### src/rtl/uart_rx_cmd_ctrl.sv
// uart_rx_cmd_ctrl
// Sits behind the UART receiver. It parses framed commands out of the received
// byte stream:
//   0xAA addr data -> register write (one-cycle wr_en)
//   0xBB addr      -> register read (one-cycle rd_en), then the read-back byte
//                     is held on tx_data/tx_valid until the transmitter takes it
//   0xCC cfg       -> new receiver configuration {par_typ, par_en, prescale[5:0]}
// Any errored byte, unknown command, zero prescale, stray byte during a read, or
// inter-byte timeout aborts the frame: one-cycle frame_err pulse and a saturating
// err_cnt increment.
//
// Ports:
//   clk_RX, rst                    clock and synchronous active-high reset
//   rx_data/rx_valid/rx_par_err/rx_stp_err  received byte and its error flags
//   wr_en/rd_en/addr/wr_data       register-file command port
//   rd_data/rd_valid               register-file read return
//   tx_data/tx_valid/tx_ready      read-back byte towards the transmitter
//   cfg_prescale/cfg_par_en/cfg_par_typ  live receiver configuration
//   frame_err/err_cnt              abort pulse and saturating abort counter
module uart_rx_cmd_ctrl #(
  parameter int DATAWIDTH      = 8,
  parameter int ADDR_WIDTH     = 4,
  parameter int TIMEOUT_CYCLES = 4096,
  parameter int DEF_PRESCALE   = 32,
  parameter int DEF_PAR_EN     = 1,
  parameter int DEF_PAR_TYP    = 0
) (
  input  logic                  clk_RX,
  input  logic                  rst,
  input  logic [DATAWIDTH-1:0]  rx_data,
  input  logic                  rx_valid,
  input  logic                  rx_par_err,
  input  logic                  rx_stp_err,
  output logic                  wr_en,
  output logic                  rd_en,
  output logic [ADDR_WIDTH-1:0] addr,
  output logic [DATAWIDTH-1:0]  wr_data,
  input  logic [DATAWIDTH-1:0]  rd_data,
  input  logic                  rd_valid,
  output logic [DATAWIDTH-1:0]  tx_data,
  output logic                  tx_valid,
  input  logic                  tx_ready,
  output logic [5:0]            cfg_prescale,
  output logic                  cfg_par_en,
  output logic                  cfg_par_typ,
  output logic                  frame_err,
  output logic [7:0]            err_cnt
);

  localparam logic [DATAWIDTH-1:0] CMD_WR  = DATAWIDTH'(8'hAA);
  localparam logic [DATAWIDTH-1:0] CMD_RD  = DATAWIDTH'(8'hBB);
  localparam logic [DATAWIDTH-1:0] CMD_CFG = DATAWIDTH'(8'hCC);

  localparam int                TMO_W    = $clog2(TIMEOUT_CYCLES + 1);
  localparam logic [TMO_W-1:0]  TMO_LAST = TMO_W'(TIMEOUT_CYCLES - 1);
  localparam logic [TMO_W-1:0]  TMO_ONE  = TMO_W'(1);

  typedef enum logic [2:0] {
    IDLE     = 3'd0,
    WR_ADDR  = 3'd1,
    WR_DATA  = 3'd2,
    RD_ADDR  = 3'd3,
    RD_WAIT  = 3'd4,
    TX_HOLD  = 3'd5,
    CFG_DATA = 3'd6
  } state_t;

  // States in which an inter-byte (or read-return) timeout applies.
  function automatic logic tmo_active(input state_t s);
    case (s)
      WR_ADDR, WR_DATA, RD_ADDR, RD_WAIT, CFG_DATA: return 1'b1;
      default:                                      return 1'b0;
    endcase
  endfunction

  // Error counter increment that sticks at its maximum.
  function automatic logic [7:0] sat_inc8(input logic [7:0] v);
    return (v == 8'hFF) ? v : v + 8'd1;
  endfunction

  state_t           state_r;
  state_t           next_state_s;
  logic [TMO_W-1:0] tmo_cnt_r;
  logic             good_s;
  logic             bad_s;
  logic             tmo_hit_s;
  logic             abort_s;
  logic             ld_addr_s;
  logic             ld_wdata_s;
  logic             rd_pulse_s;
  logic             ld_tx_s;
  logic             tx_done_s;
  logic             ld_cfg_s;

  assign good_s    = rx_valid & ~rx_par_err & ~rx_stp_err;
  assign bad_s     = rx_valid & (rx_par_err | rx_stp_err);
  assign tmo_hit_s = tmo_active(state_r) && (tmo_cnt_r == TMO_LAST);

  // Next-state and per-cycle action decode. Errors are checked first, then a
  // good byte, then the timeout, so a byte arriving on the expiry cycle wins.
  always_comb begin
    next_state_s = state_r;
    abort_s      = 1'b0;
    ld_addr_s    = 1'b0;
    ld_wdata_s   = 1'b0;
    rd_pulse_s   = 1'b0;
    ld_tx_s      = 1'b0;
    tx_done_s    = 1'b0;
    ld_cfg_s     = 1'b0;
    case (state_r)
      IDLE: begin
        if (bad_s) begin
          abort_s = 1'b1;
        end else if (good_s) begin
          case (rx_data)
            CMD_WR:  next_state_s = WR_ADDR;
            CMD_RD:  next_state_s = RD_ADDR;
            CMD_CFG: next_state_s = CFG_DATA;
            default: abort_s      = 1'b1;
          endcase
        end else begin
          next_state_s = IDLE;
        end
      end
      WR_ADDR, WR_DATA, RD_ADDR, CFG_DATA: begin
        if (bad_s || (!good_s && tmo_hit_s)) begin
          abort_s      = 1'b1;
          next_state_s = IDLE;
        end else if (good_s) begin
          case (state_r)
            WR_ADDR: begin
              ld_addr_s    = 1'b1;
              next_state_s = WR_DATA;
            end
            WR_DATA: begin
              ld_wdata_s   = 1'b1;
              next_state_s = IDLE;
            end
            RD_ADDR: begin
              ld_addr_s    = 1'b1;
              rd_pulse_s   = 1'b1;
              next_state_s = RD_WAIT;
            end
            default: begin
              // A zero prescale would stall the receiver, so it is refused.
              next_state_s = IDLE;
              if (rx_data[5:0] == 6'd0) begin
                abort_s = 1'b1;
              end else begin
                ld_cfg_s = 1'b1;
              end
            end
          endcase
        end else begin
          next_state_s = state_r;
        end
      end
      RD_WAIT: begin
        // Any byte during a pending read is dropped and kills the frame.
        if (rx_valid || (!rd_valid && tmo_hit_s)) begin
          abort_s      = 1'b1;
          next_state_s = IDLE;
        end else if (rd_valid) begin
          ld_tx_s      = 1'b1;
          next_state_s = TX_HOLD;
        end else begin
          next_state_s = RD_WAIT;
        end
      end
      TX_HOLD: begin
        if (rx_valid) begin
          abort_s      = 1'b1;
          next_state_s = IDLE;
        end else if (tx_ready) begin
          tx_done_s    = 1'b1;
          next_state_s = IDLE;
        end else begin
          next_state_s = TX_HOLD;
        end
      end
      default: begin
        abort_s      = 1'b0;
        next_state_s = IDLE;
      end
    endcase
  end

  // State register and timeout counter; the counter restarts on every state
  // change and every good byte, and idles at zero outside guarded states.
  always_ff @(posedge clk_RX) begin
    if (rst) begin
      state_r   <= IDLE;
      tmo_cnt_r <= '0;
    end else begin
      state_r <= next_state_s;
      if ((next_state_s != state_r) || good_s || !tmo_active(state_r)) begin
        tmo_cnt_r <= '0;
      end else begin
        tmo_cnt_r <= tmo_cnt_r + TMO_ONE;
      end
    end
  end

  // Register-file command port: strobes fire the cycle after the deciding byte.
  always_ff @(posedge clk_RX) begin
    if (rst) begin
      wr_en   <= 1'b0;
      rd_en   <= 1'b0;
      addr    <= '0;
      wr_data <= '0;
    end else begin
      wr_en <= ld_wdata_s;
      rd_en <= rd_pulse_s;
      if (ld_addr_s) begin
        addr <= rx_data[ADDR_WIDTH-1:0];
      end
      if (ld_wdata_s) begin
        wr_data <= rx_data;
      end
    end
  end

  // Read-back holding register towards the transmitter.
  always_ff @(posedge clk_RX) begin
    if (rst) begin
      tx_data  <= '0;
      tx_valid <= 1'b0;
    end else if (ld_tx_s) begin
      tx_data  <= rd_data;
      tx_valid <= 1'b1;
    end else if (abort_s || tx_done_s) begin
      tx_valid <= 1'b0;
    end
  end

  // Live receiver configuration.
  always_ff @(posedge clk_RX) begin
    if (rst) begin
      cfg_prescale <= 6'(DEF_PRESCALE);
      cfg_par_en   <= 1'(DEF_PAR_EN);
      cfg_par_typ  <= 1'(DEF_PAR_TYP);
    end else if (ld_cfg_s) begin
      cfg_prescale <= rx_data[5:0];
      cfg_par_en   <= rx_data[6];
      cfg_par_typ  <= rx_data[7];
    end
  end

  // Abort reporting: one-cycle pulse plus saturating count.
  always_ff @(posedge clk_RX) begin
    if (rst) begin
      frame_err <= 1'b0;
      err_cnt   <= 8'd0;
    end else begin
      frame_err <= abort_s;
      if (abort_s) begin
        err_cnt <= sat_inc8(err_cnt);
      end
    end
  end

endmodule

### config.mk
export PLATFORM = sky130hd
export DESIGN_NAME = uart_rx_cmd_ctrl
export DESIGN_NICKNAME = d
export VERILOG_FILES = /design/src/rtl/uart_rx_cmd_ctrl.sv
export SDC_FILE = /design/constraint.sdc
export NUM_CORES = 1
export LEC_CHECK = 0
export CAP_MARGIN = 20
export CELL_PAD_IN_SITES_DETAIL_PLACEMENT = 0
export CELL_PAD_IN_SITES_GLOBAL_PLACEMENT = 1
export CORE_ASPECT_RATIO = 0.9
export CORE_UTILIZATION = 40
export DETAILED_ROUTE_END_ITERATION = 16
export DONT_BUFFER_PORTS = 1
export GPL_TIMING_DRIVEN = 1
export HOLD_SLACK_MARGIN = 0.03
export PLACE_DENSITY = 0.8
export SLEW_MARGIN = 20
export SYNTH_ARGS = -nofsm -noshare
export SYNTH_HDL_FRONTEND = slang
export SYNTH_SLANG_ARGS = --single-unit
### constraint.sdc
create_clock -name clk_RX -period 4.9 [get_ports clk_RX]
set_input_delay 0.735 -clock clk_RX [delete_from_list [all_inputs] [get_ports clk_RX]]
set_output_delay 0.735 -clock clk_RX [all_outputs]
set_load 0.05 [all_outputs]
==> impl_metrics.tcl <==
set metrics [dict create \
    htreeDepth 2 \
    critPathRequiredTime_ns 5.14 \
    fin_setup_tns_ns 0 \
    end_kind "register" \
    antenna_found_initial 0 \
    critPathLaunchType "input pin" \
    dieHeight_um 76.3 \
    portBuffers 0 \
    use_met3_pct 5.09 \
    clk_path_buf_depth 2 \
    p_sw_uw 164 \
    clock_latency_ns 0.30 \
    finalHoldViolCount 0 \
    drive_gt1_share_pct 6.64 \
    place_hpwl_um 3690 \
    synth_area_leaders "dfxtp_1 (46%), mux2i_1 (8.6%), nor2_1 (7.3%), nand3_1 (3.5%), xor2_1 (2.9%)" \
    route.detailed.drc 8 \
    overflow 0 \
    core_area_um2 5790 \
    yosysSeqAreaShare_pct 45.7 \
    post_cts_resized 0 \
    grt_pass1_vias 1800 \
    outcome "complete, but fails checks" \
    violations "design-rule violations" \
    drt_iter0_drc 100 \
    clock.fmax_mhz 380 \
    grtUsageMet1_pct 23.7 \
    syn-num-nets 302 \
    initial_core_util_pct 42.4 \
    period_minus_slack_ns 2.63 \
    yosysWarnings 0 \
    maxSlewHeadroom_pct 31.3 \
    hold_buffers 0 \
    crit_arrival_ns 2.87 \
    viasPerCell 5.55 \
    netlist_instances 277 \
    syn2layout_area_growth_pct 5.25 \
    drv_slew 0 \
    tightest_slew_ns 1.03 \
    skew_ns 0.00994 \
    cap_violations 0 \
    num_rows 26 \
    fin_crit_sh_pct 53.7 \
    clkPwrFrac_pct 35.0 \
    netlist_area_um2 2450 \
    post_drt_wl_per_cell_um 15.2 \
    dp_cells 334 \
    fin_nets 296 \
    dieArea_um2 6450 \
    dr.pass1.iters 10 \
    worst_ir_drop_vdd_mv 0.142 \
    synth_top_area_share_pct 45.7 \
    place.gp.congestion 0.809 \
    p_seq_share_pct 62.5 \
    p_leak_uw 0.000937 \
    grt_use_total_pct 17.1 \
    busiest_layer "met2" \
    async_flop_share_pct 0 \
    io_pins 63 \
    synth_cell_types 46 \
    vias 1891 \
    cts_buffers 5 \
    synthFlopType "dfxtp_1" \
    ys_seq_elements 56 \
    yosysTopAreaCell "dfxtp_1" \
    layout.cells.non_filler 341 \
    root_buffer "clkbuf_8" \
    stdcell_area_um2 2580 \
    switching_share_pct 21.7 \
    fp.dieW_um 84.6 \
    setup_viol 0 \
    dpl_cell_area_um2 2490 \
    syn-mean-instance-area_um2 8.86 \
    totalPowerFinal_uw 757 \
    cp_max_fo 12 \
    grt_setup_unrepaired "no" \
    p_int_uw 593 \
    min_path_type "reg2reg" \
    power.density_nw_per_um2 293 \
    grt_pass1_wl_um 8840 \
    clock_sinks 56 \
    worst-setup-path-type "in2reg" \
    grt_max_degree 46 \
    synth.most_common_cell "dfxtp_1" \
    ant_nets 0 \
    synth_edf_count 0 \
    postCtsSetupRepairBufs 0 \
    clkTransAtPathRegs_ns 0.10 \
    drt_wl_total_um 5190 \
    pwr-share-comb_pct 2.5 \
    finalWorstSetupSlack_ns 2.27 \
    cts_tree "done" \
    synth_common_cells "dfxtp_1 (56), nor2_1 (48), mux2i_1 (21), nand3_1 (17), nand2_1 (16)" \
    antennaDiodeCount 0 \
    use_met2_pct 25.6 \
    place_ws_ns 1.95 \
]
-- kinds of logic (layout without fill, tap and decap cells) --
group	after synthesis	count (layout)	share of synthesized area, %
DFF	56	56	45.7
xor gates and xnor gates	13	13	4.64
buffers and inverters	19	13	3.31
muxes	21	21	8.57
and+or+nand+nor	127	127	26.0
adders and majority gates	2	2	1.02
AOI/OAI and AO/OA	39	39	10.8
-- cell usage in the layout, fill, tap and decap left out, types with 3 or more instances in the layout --
cell      instances
or3_1             3
a21oi_1          12
nand2_1          16
xnor2_1           5
nand4_1           7
nand3_1          17
nor3_1            7
inv_1             5
clkbuf_8          7
o21ai_0           9
xor2_1            8
dfxtp_1          56
or4_1             7
nor2_1           48
or2_2             3
mux2i_1          21
-- worst max-delay path, stage by stage --
cell and delay (ns):
or4_1 0.55, or2_2 0.35, and4_1 0.23, o31ai_2 0.67, o21ai_0 0.19, a21oi_1 0.15
-- final cells by class --
type                    instances  area, µm²
fillers                       598       3210
multi-input cells             202       1250
flip-flops and latches         56       1120
clock buffers                   7       96.3
well taps                      70       87.6
inverters                       5       18.8
repair buffers                  1       7.51
-- state kept, by name (all words and copies together) (netlist names) --
signal	count
addr	4
cfg_par_en	1
cfg_par_typ	1
cfg_prescale	6
err_cnt	8
frame_err	1
rd_en	1
state_r	3
tmo_cnt_r	13
tx_data	8
tx_valid	1
wr_data	8
wr_en	1
-- stage by stage --
step | util [%] | hold WS (ns)
after floorplan | - | 0.430
after global placement | 42.9 | 0.445
after detailed placement | 42.9 | 0.448
after CTS | 44.6 | 0.470
after global routing | 44.6 | 0.475
final | 44.6 | 0.464
-- path summary, 6_finish.rpt --
kind | slack [ns] | depth (start not counted) | from | to
worst min register to register | 0.46 | 1 | tmo_cnt_r[0] | tmo_cnt_r[0]
worst min-delay path | 0.46 | 1 | tmo_cnt_r[0] | tmo_cnt_r[0]
worst max register to register | 2.48 | 6 | state_r[0] | err_cnt[5]
worst max-delay path | 2.27 | 6 | rx_data[4] | err_cnt[4]
-- layer usage --
metal  vias to the layer above  wire length [µm]
met3                         2               252
li1                        966                 -
met5                         -                 0
met4                         0                30
met2                        37              2360
met1                       886              2540
-- power groups by stage --
stage	sequential [µW]	combinational, µW	clock (µW)
4_1_cts	474	18.9	276
3_3_place_gp	484	18.4	0
2_1_floorplan	483	22.6	0
6_report	473	18.8	265
5_1_grt	474	20.9	296
3_5_place_dp	484	18.8	0
(Power assumes the default switching activity.)
